$ cat src/rtl/regs_pkg.sv
// Shared sizing constants for the register-file writeback scheduler.
package regs_pkg;
  localparam int unsigned XLEN      = 64;
  localparam int unsigned NREGS     = 64;
  localparam int unsigned REG_IDX_W = 6;
  localparam int unsigned RD_PORT_W = 9;
  localparam int unsigned NUM_SRC   = 3;
endpackage

$ cat src/rtl/rr_arbiter.sv
// Round-robin arbiter: one-hot grant, search starts at the pointer, pointer moves past the winner.
module rr_arbiter #(
  parameter int unsigned NumSrc = regs_pkg::NUM_SRC
) (
  input  logic              clk,
  input  logic              rst,
  input  logic [NumSrc-1:0] req_i,
  output logic [NumSrc-1:0] grant_o
);
  localparam int unsigned IdxW = (NumSrc > 1) ? $clog2(NumSrc) : 1;

  logic [IdxW-1:0] ptr_q, ptr_d;

  always_comb begin
    int unsigned idx;
    logic        found;
    logic [IdxW-1:0] idx_w;
    grant_o = '0;
    ptr_d   = ptr_q;
    found   = 1'b0;
    for (int unsigned off = 0; off < NumSrc; off++) begin
      idx = int'(ptr_q) + off;
      if (idx >= NumSrc) idx = idx - NumSrc;
      idx_w = IdxW'(idx);
      if (!found && req_i[idx_w]) begin
        found          = 1'b1;
        grant_o[idx_w] = 1'b1;
        ptr_d          = (idx_w == IdxW'(NumSrc - 1)) ? '0 : idx_w + IdxW'(1);
      end
    end
  end

  always_ff @(posedge clk or posedge rst) begin
    if (rst) ptr_q <= '0;
    else     ptr_q <= ptr_d;
  end
endmodule

$ cat src/rtl/regs_wb_sched.sv
// Writeback scheduler and busy-bit scoreboard in front of the 64 x 64-bit register file.
module regs_wb_sched #(
  parameter int unsigned NUM_SRC = regs_pkg::NUM_SRC,
  parameter int unsigned XLEN    = regs_pkg::XLEN,
  parameter int unsigned NREGS   = regs_pkg::NREGS
) (
  input  logic                                    clk,
  input  logic                                    rst,
  input  logic                                    issue_valid,
  input  logic [regs_pkg::REG_IDX_W-1:0]          issue_rs1,
  input  logic [regs_pkg::REG_IDX_W-1:0]          issue_rs2,
  input  logic [regs_pkg::REG_IDX_W-1:0]          issue_rd,
  input  logic                                    issue_rd_write,
  output logic                                    issue_ready,
  output logic                                    stall_out,
  input  logic [NUM_SRC-1:0]                      wb_valid,
  input  logic [NUM_SRC*regs_pkg::REG_IDX_W-1:0]  wb_rd,
  input  logic [NUM_SRC*XLEN-1:0]                 wb_value,
  output logic [NUM_SRC-1:0]                      wb_ready,
  output logic [regs_pkg::RD_PORT_W-1:0]          rd_out,
  output logic                                    rd_write_out,
  output logic [XLEN-1:0]                         rd_value_out,
  output logic                                    idle_out,
  output logic                                    err_out
);
  import regs_pkg::*;

  logic [NREGS-1:0]     busy_q, busy_d;
  logic                 wr_q, wr_d;
  logic [REG_IDX_W-1:0] rd_q, rd_d;
  logic [XLEN-1:0]      val_q, val_d;
  logic                 err_q, err_d;

  logic [NUM_SRC-1:0]   grant;
  logic                 gnt_valid;
  logic [REG_IDX_W-1:0] sel_rd;
  logic [XLEN-1:0]      sel_val;
  logic                 set_en;

  // Requests are masked during reset so no grant is visible while rst is high.
  rr_arbiter #(
    .NumSrc (NUM_SRC)
  ) u_arb (
    .clk     (clk),
    .rst     (rst),
    .req_i   (wb_valid & {NUM_SRC{~rst}}),
    .grant_o (grant)
  );

  assign wb_ready  = grant;
  assign gnt_valid = |grant;

  always_comb begin
    sel_rd  = '0;
    sel_val = '0;
    for (int unsigned i = 0; i < NUM_SRC; i++) begin
      if (grant[i]) begin
        sel_rd  = wb_rd[i*REG_IDX_W +: REG_IDX_W];
        sel_val = wb_value[i*XLEN +: XLEN];
      end
    end
  end

  assign issue_ready = !(busy_q[issue_rs1] || busy_q[issue_rs2] ||
                         (issue_rd_write && busy_q[issue_rd]));
  assign stall_out   = issue_valid && !issue_ready;
  assign set_en      = issue_valid && issue_ready && issue_rd_write && (issue_rd != '0);

  // Clear of the register being written this cycle, then set from issue so set wins.
  always_comb begin
    busy_d = busy_q;
    if (wr_q)   busy_d[rd_q]     = 1'b0;
    if (set_en) busy_d[issue_rd] = 1'b1;
    busy_d[0] = 1'b0;
  end

  always_comb begin
    wr_d  = gnt_valid && (sel_rd != '0);
    rd_d  = gnt_valid ? sel_rd : rd_q;
    val_d = gnt_valid ? sel_val : val_q;
    err_d = err_q || (gnt_valid && (sel_rd != '0) && !busy_q[sel_rd]);
  end

  always_ff @(posedge clk or posedge rst) begin
    if (rst) begin
      busy_q <= '0;
      wr_q   <= 1'b0;
      rd_q   <= '0;
      val_q  <= '0;
      err_q  <= 1'b0;
    end else begin
      busy_q <= busy_d;
      wr_q   <= wr_d;
      rd_q   <= rd_d;
      val_q  <= val_d;
      err_q  <= err_d;
    end
  end

  assign rd_write_out = wr_q;
  assign rd_out       = RD_PORT_W'(rd_q);
  assign rd_value_out = val_q;
  assign err_out      = err_q;
  assign idle_out     = (busy_q == '0);
endmodule
$ cat config.mk
export PLATFORM = sky130hd
export DESIGN_NAME = regs_wb_sched
export DESIGN_NICKNAME = d
export VERILOG_FILES = /design/src/rtl/regs_pkg.sv /design/src/rtl/rr_arbiter.sv /design/src/rtl/regs_wb_sched.sv
export SDC_FILE = /design/constraint.sdc
export NUM_CORES = 1
export LEC_CHECK = 0
export CAP_MARGIN = 10
export CELL_PAD_IN_SITES_DETAIL_PLACEMENT = 0
export CELL_PAD_IN_SITES_GLOBAL_PLACEMENT = 1
export CORE_AREA = 3 3 165 167
export CTS_BUF_LIST = sky130_fd_sc_hd__clkbuf_8
export DETAILED_ROUTE_END_ITERATION = 7
export DIE_AREA = 0 0 168 170
export PLACE_DENSITY = 0.83
export SETUP_SLACK_MARGIN = 0.5
export SLEW_MARGIN = 25
export SYNTH_ARGS = -nofsm -noshare
export SYNTH_HDL_FRONTEND = slang
export SYNTH_HIERARCHICAL = 1
export SYNTH_SLANG_ARGS = --single-unit
$ cat constraint.sdc
create_clock -name clk -period 5.6 [get_ports clk]
set_input_delay 0.56 -clock clk [delete_from_list [all_inputs] [get_ports clk]]
set_output_delay 0.56 -clock clk [all_outputs]
set_load 0.03 [all_outputs]
Word-level counts from Yosys, hierarchy flattened
Index checks and enable logic that the tools add are counted.
{ "word_totals": {"register_bits": 137, "input_bits": 235, "output_inout_bits": 81, "elab_cells": 112} }
{ "classes": {"add_sub_neg": 8, "n_lt_le_gt_ge": 16, "n_eq_ne": 3, "n_mux": 46, "n_bitwise": 7, "reduce_logical": 26} }
{ "ops": {"columns": ["operator", "n"], "rows": [
  ["$mux W64", 5],
  ["$and A64 B64 Y64", 1],
  ["$logic_not A64 Y1", 1],
  ["$not A64 Y64", 1],
  ["$or A64 B64 Y64", 1],
  ["$lt A6 B7 Y1 const B", 5],
  ["$bmux W1 S6", 4],
  ["$mux W2", 9],
  ["$mux W6", 3],
  ["$logic_and A1 B1 Y1", 14],
  ["$mux W1", 14],
  ["$demux W1 S6", 2],
  ["$ge A6 B1 Y1 const B", 2],
  ["$reduce_bool A6 Y1", 2],
  ["$lt A2 B3 Y1 const B", 3],
  ["$mux W3", 3],
  ["$add A2 B1 Y2 const B", 3],
  ["$bmux W1 S2", 3],
  ["$demux W1 S2", 3],
  ["$eq A2 B2 Y1 const B", 3],
  ["$ge A2 B1 Y1 const B", 3],
  ["$ge A3 B2 Y1 const B", 2],
  ["$or A3 B3 Y3", 2],
  ["$sub A2 B2 Y2 const B", 3],
  ["9 further kinds", 14]
]} }

Depth between registers and ports, before layout
{ "logic_depth": {"ltp_word": 19, "ltp_mapped": 17, "ltp_nobuf": 13} }

By module
Netlist, hierarchy kept.
{ "modules_own_cells": {"columns": ["mod", "n_inst", "cells_each", "area_each_um2"], "rows": [
  ["regs_wb_sched", 1, 878, 8599.5],
  ["rr_arbiter", 1, 49, 402.9]
]} }

Worst setup path before layout
No wires, ideal clock.
{ "synth_timing": {"path_kind": "input-to-reg", "from": "in wb_valid[2]", "to": "reg err_q, in the netlist err_out", "setup_ps": 87, "arrival_time_ps": 4015, "t_required_ps": 5513, "path_slack_ps": 1498, "stages": 14, "cell_sequence": "nor2b_1 nand2_1 o32ai_1 mux2i_1 o21ai_1 clkbuf_1 and3b_1 o21a_1 clkbuf_1 buf_1 mux4_2 a22oi_1 nand3_1 o211ai_1"} }
{ "synth_via": {"elab_chain_len": 18} }
{ "synth_rtl": {"columns": ["element", "line", "text"], "rows": [
  ["from (decl)", "regs_wb_sched.sv:16", "input logic [NUM_SRC-1:0] wb_valid,"],
  ["$and A3 B3 Y3 *", "regs_wb_sched.sv:46", ".req_i (wb_valid & {NUM_SRC{~rst}}),"],
  ["$bmux W1 S2", "rr_arbiter.sv:25", "if (!found && req_i[idx_w]) begin"],
  ["$mux W1 (not written as such)", "rr_arbiter.sv:25", null],
  ["$mux W1", "rr_arbiter.sv:25", null],
  ["$logic_not A1 Y1", "rr_arbiter.sv:25", null],
  ["$logic_and A1 B1 Y1", "rr_arbiter.sv:25", null],
  ["$mux W1", "rr_arbiter.sv:25", null],
  ["$logic_not A1 Y1", "rr_arbiter.sv:25", null],
  ["[... 2 more ...]", null, null],
  ["named net wb_ready[0]", "regs_wb_sched.sv:19", "output logic [NUM_SRC-1:0] wb_ready,"],
  ["$mux W6 (3 in a row)", "regs_wb_sched.sv:57", "if (grant[i]) begin"],
  ["$bmux W1 S6", "regs_wb_sched.sv:81", "err_d = err_q || (gnt_valid && (sel_rd != '0) && !busy_q[sel_rd]);"],
  ["$mux W1 (not written as such)", "regs_wb_sched.sv:81", null],
  ["$logic_not A1 Y1", "regs_wb_sched.sv:81", null],
  ["$logic_and A1 B1 Y1 *", "regs_wb_sched.sv:81", null],
  ["$logic_or A1 B1 Y1 *", "regs_wb_sched.sv:81", null],
  ["named net err_d", "regs_wb_sched.sv:32", "logic err_q, err_d;"],
  ["to (signal assigned)", "regs_wb_sched.sv:96", "err_q <= err_d;"],
  ["to (decl)", "regs_wb_sched.sv:32", null]
]} }
Mark *: on every way through the listed nets, which the timed path passes. The rest lies on a longest branch. The select of a mux whose other input is x is not followed.
A chain may end at the register's enable or synchronous reset.

Final worst setup path
{ "layout_timing": {"from": "in issue_rs2[0] (netlist name)", "to": "out stall_out"} }
{ "layout_via": {"elab_chain_len": 5} }
{ "layout_rtl": {"columns": ["element", "line", "text"], "rows": [
  ["from (decl)", "regs_wb_sched.sv:11", "input logic [regs_pkg::REG_IDX_W-1:0] issue_rs2,"],
  ["$bmux W1 S6", "regs_wb_sched.sv:64", "assign issue_ready = !(busy_q[issue_rs1] || busy_q[issue_rs2] ||"],
  ["$mux W1 (not written as such)", "regs_wb_sched.sv:64", null],
  ["$logic_or A1 B1 Y1 (2 in a row)", "regs_wb_sched.sv:64", null],
  ["$logic_and A1 B1 Y1", "regs_wb_sched.sv:66", "assign stall_out = issue_valid && !issue_ready;"],
  ["to (decl)", "regs_wb_sched.sv:15", "output logic stall_out,"]
]} }
Every way passes these cells. The select of a mux whose other input is x is not followed.

==> results_dict.tcl <==
set metrics [dict create \
    run_status "finished clean" \
    cp_max_fo 9 \
    synth_top_area_cell "dfrtp_1" \
    firstDrtPassIters 7 \
    post-place-ws_ns 0.945 \
    gp_congestion 0.970 \
    ys_seq_area_frac 0.381 \
    drv_slew 0 \
    relSlewSlack 0.226 \
    path_clk_slew_ns 0.09 \
    ant_nets 0 \
    fillCellCount 2436 \
    drcViolationCount 0 \
    cpPeakStageDelay_ns 0.97 \
    io_buffer_count 312 \
    grt_pass1_vias 9166 \
    synth_cell_types 68 \
    setup_slack_ns 0.825 \
    arrival_ns 4.22 \
    drive_gt1_frac 0.118 \
    vdd_drop_max_v 0.000698 \
    cts_made_buffers 17 \
    grt_pass1_wl_mm 59.4 \
    cts_root_buf "clkbuf_8" \
    worst_slew_pin_slew_ns 1.16 \
    cts.sinks 137 \
    drt_wl_total_mm 40.3 \
    hold_path_class "in -> async" \
    hold_viol 0 \
    wire_per_inst_um 26.1 \
    core-area_um2 25900 \
    vias_per_cell 6.29 \
    finalCritPeriodShare 0.853 \
    antenna_found_initial 7 \
    worstSetupEndpointType "primary output" \
    critPathLaunchType "primary input" \
    setup_viol 0 \
    insertion_delay_ns 0.47 \
    synth-edff-count 0 \
    die_x_um 168 \
    final_cell_mix "312 x clkdlybuf4s50_1, 137 x dfrtp_1, 130 x o22ai_1" \
    ff2ff_path_depth 12 \
    core.rowCount 59 \
    htree_num_levels 4 \
    die_area_um2 28600 \
    area_delta_synth_final_pct 40.7 \
    power_per_cell_area_nw_per_um2 615 \
    clockBufferDepth 2 \
    p_total_w 0.00779 \
    fp.dieH_um 170 \
    dp_cells 1508 \
    r2r_start "u_arb/ptr_q[1]" \
    grt-ovfl-total 0 \
    crit_type "in -> out" \
    synth-seq-cells 137 \
    slowest_stage "o32ai_1" \
    track_usage 0.272 \
    period_needed_ns 4.78 \
    synth_cells 927 \
    cap_violations 0 \
    nets 1431 \
    cts_resized 0 \
    start_util 0.347 \
    fmaxAchievable_mhz 209 \
    r2r_end "err_out" \
    syn_area_per_cell_um2 9.71 \
    final_core_util 0.489 \
    grt_max_degree 96 \
    p_leak_nw 4.56 \
    yosysTopAreaCellShare 0.381 \
    yosysWarningCount 6 \
    tritoncts "built" \
    r2r_slack_ns 1.40 \
    crit_path_cell_trace "clkdlybuf4s50_1, buf_4, mux4_2, nand3_1, nand3_1, nor3b_1, o32ai_1, nor2b_1, nor2b_1, clkdlybuf4s50_1" \
    io_pins 316 \
    crit_family "buffers and inverters" \
    rsz0062_at_grt "false" \
    vias 9702 \
    synth_area_um2 9000 \
    async_flop_share 1.00 \
    final_cells 1543 \
    finalClockSkew_ns 0.0232 \
    setup_tns_ns 0 \
    postCtsSetupRepairBufs 0 \
    place_hpwl_mm 29.0 \
    path_buf_inv 3 \
    cts_hold_buffers 0 \
    crit_required_ns 5.04 \
    ys_top_cells_by_area "dfrtp_1 38%, mux4_2 12%, o22ai_1 9.0%" \
    cp.depth 10 \
    final_common_cell "clkdlybuf4s50_1" \
    synthFlopType "dfrtp_1" \
    drt_iter0_drc 1101 \
]
-- registers in the layout, summed over array words and instances (netlist names) --
signal        count
rd_value_out     64
busy_q           63
rd_q              6
u_arb/ptr_q       2
err_out           1
rd_write_out      1
-- worst max-delay path by stage --
stage / startpoint / to
2_1_floorplan: rst / busy_q[10]
3_3_place_gp: issue_rs2[0] / stall_out
3_5_place_dp: rst / err_out
4_1_cts: issue_rs2[0] / stall_out
5_1_grt: issue_rs2[0] / stall_out
6_report: issue_rs2[0] / stall_out
-- where the power goes --
group          internal (W)  switching (W)
Sequential          0.00150       0.000849
Combinational       0.00201        0.00264
Clock              0.000335       0.000462
Total               0.00385        0.00395
-- logic make-up (layout without fill, tap and decap cells) --
group	Yosys count	count (layout)	synth area share
other	1	6	0.000417
AO/OA/AOI/OAI	403	403	0.289
flip-flops	137	137	0.381
multiplexers	73	73	0.148
AND/OR/NAND/NOR	202	202	0.123
buffers and inverters	107	383	0.0538
adder cells (fa/ha/maj)	4	4	0.00556
-- synth_stat cells (all sizes together) (15+ instances only) --
cell type / count
o22ai: 130
mux2i: 17
nor2: 16
o41ai: 18
nand2: 55
nand3: 27
o21ai: 102
buf: 31
dfrtp: 137
o31ai: 24
inv: 22
mux4: 47
nor2b: 21
clkbuf: 54
nand3b: 15
a21oi: 79
nor4: 16
-- metrics by stage --
stage,hold slack (ns),area (µm²)
after floorplan,0.301,9010
after global placement,0.533,12300
after detailed placement,0.534,12300
final,0.469,12700
after global routing,0.468,12700
after CTS,0.449,12700
-- area by class of cell --
cell class	instances	area, µm²	share of cell area
Timing Repair Buffer	329	3250	0.257
Antenna cell	3	7.51	0.000593
Sequential cell	137	3430	0.271
Inverter	22	88.8	0.00701
Multi-Input combinational cell	685	5100	0.403
Tap cell	335	419	0.0331
Clock inverter	14	125	0.00988
Clock buffer	18	248	0.0196
-- per-layer routing --
layer / global-route usage / vias up / share of wire
met5: 0 / - / 0.0013
met4: 0.0879 / 8 / 0.029
met3: 0.0725 / 104 / 0.11
met2: 0.415 / 621 / 0.45
met1: 0.378 / 4750 / 0.41
li1: - / 4219 / -
(Power assumes the default switching activity.)
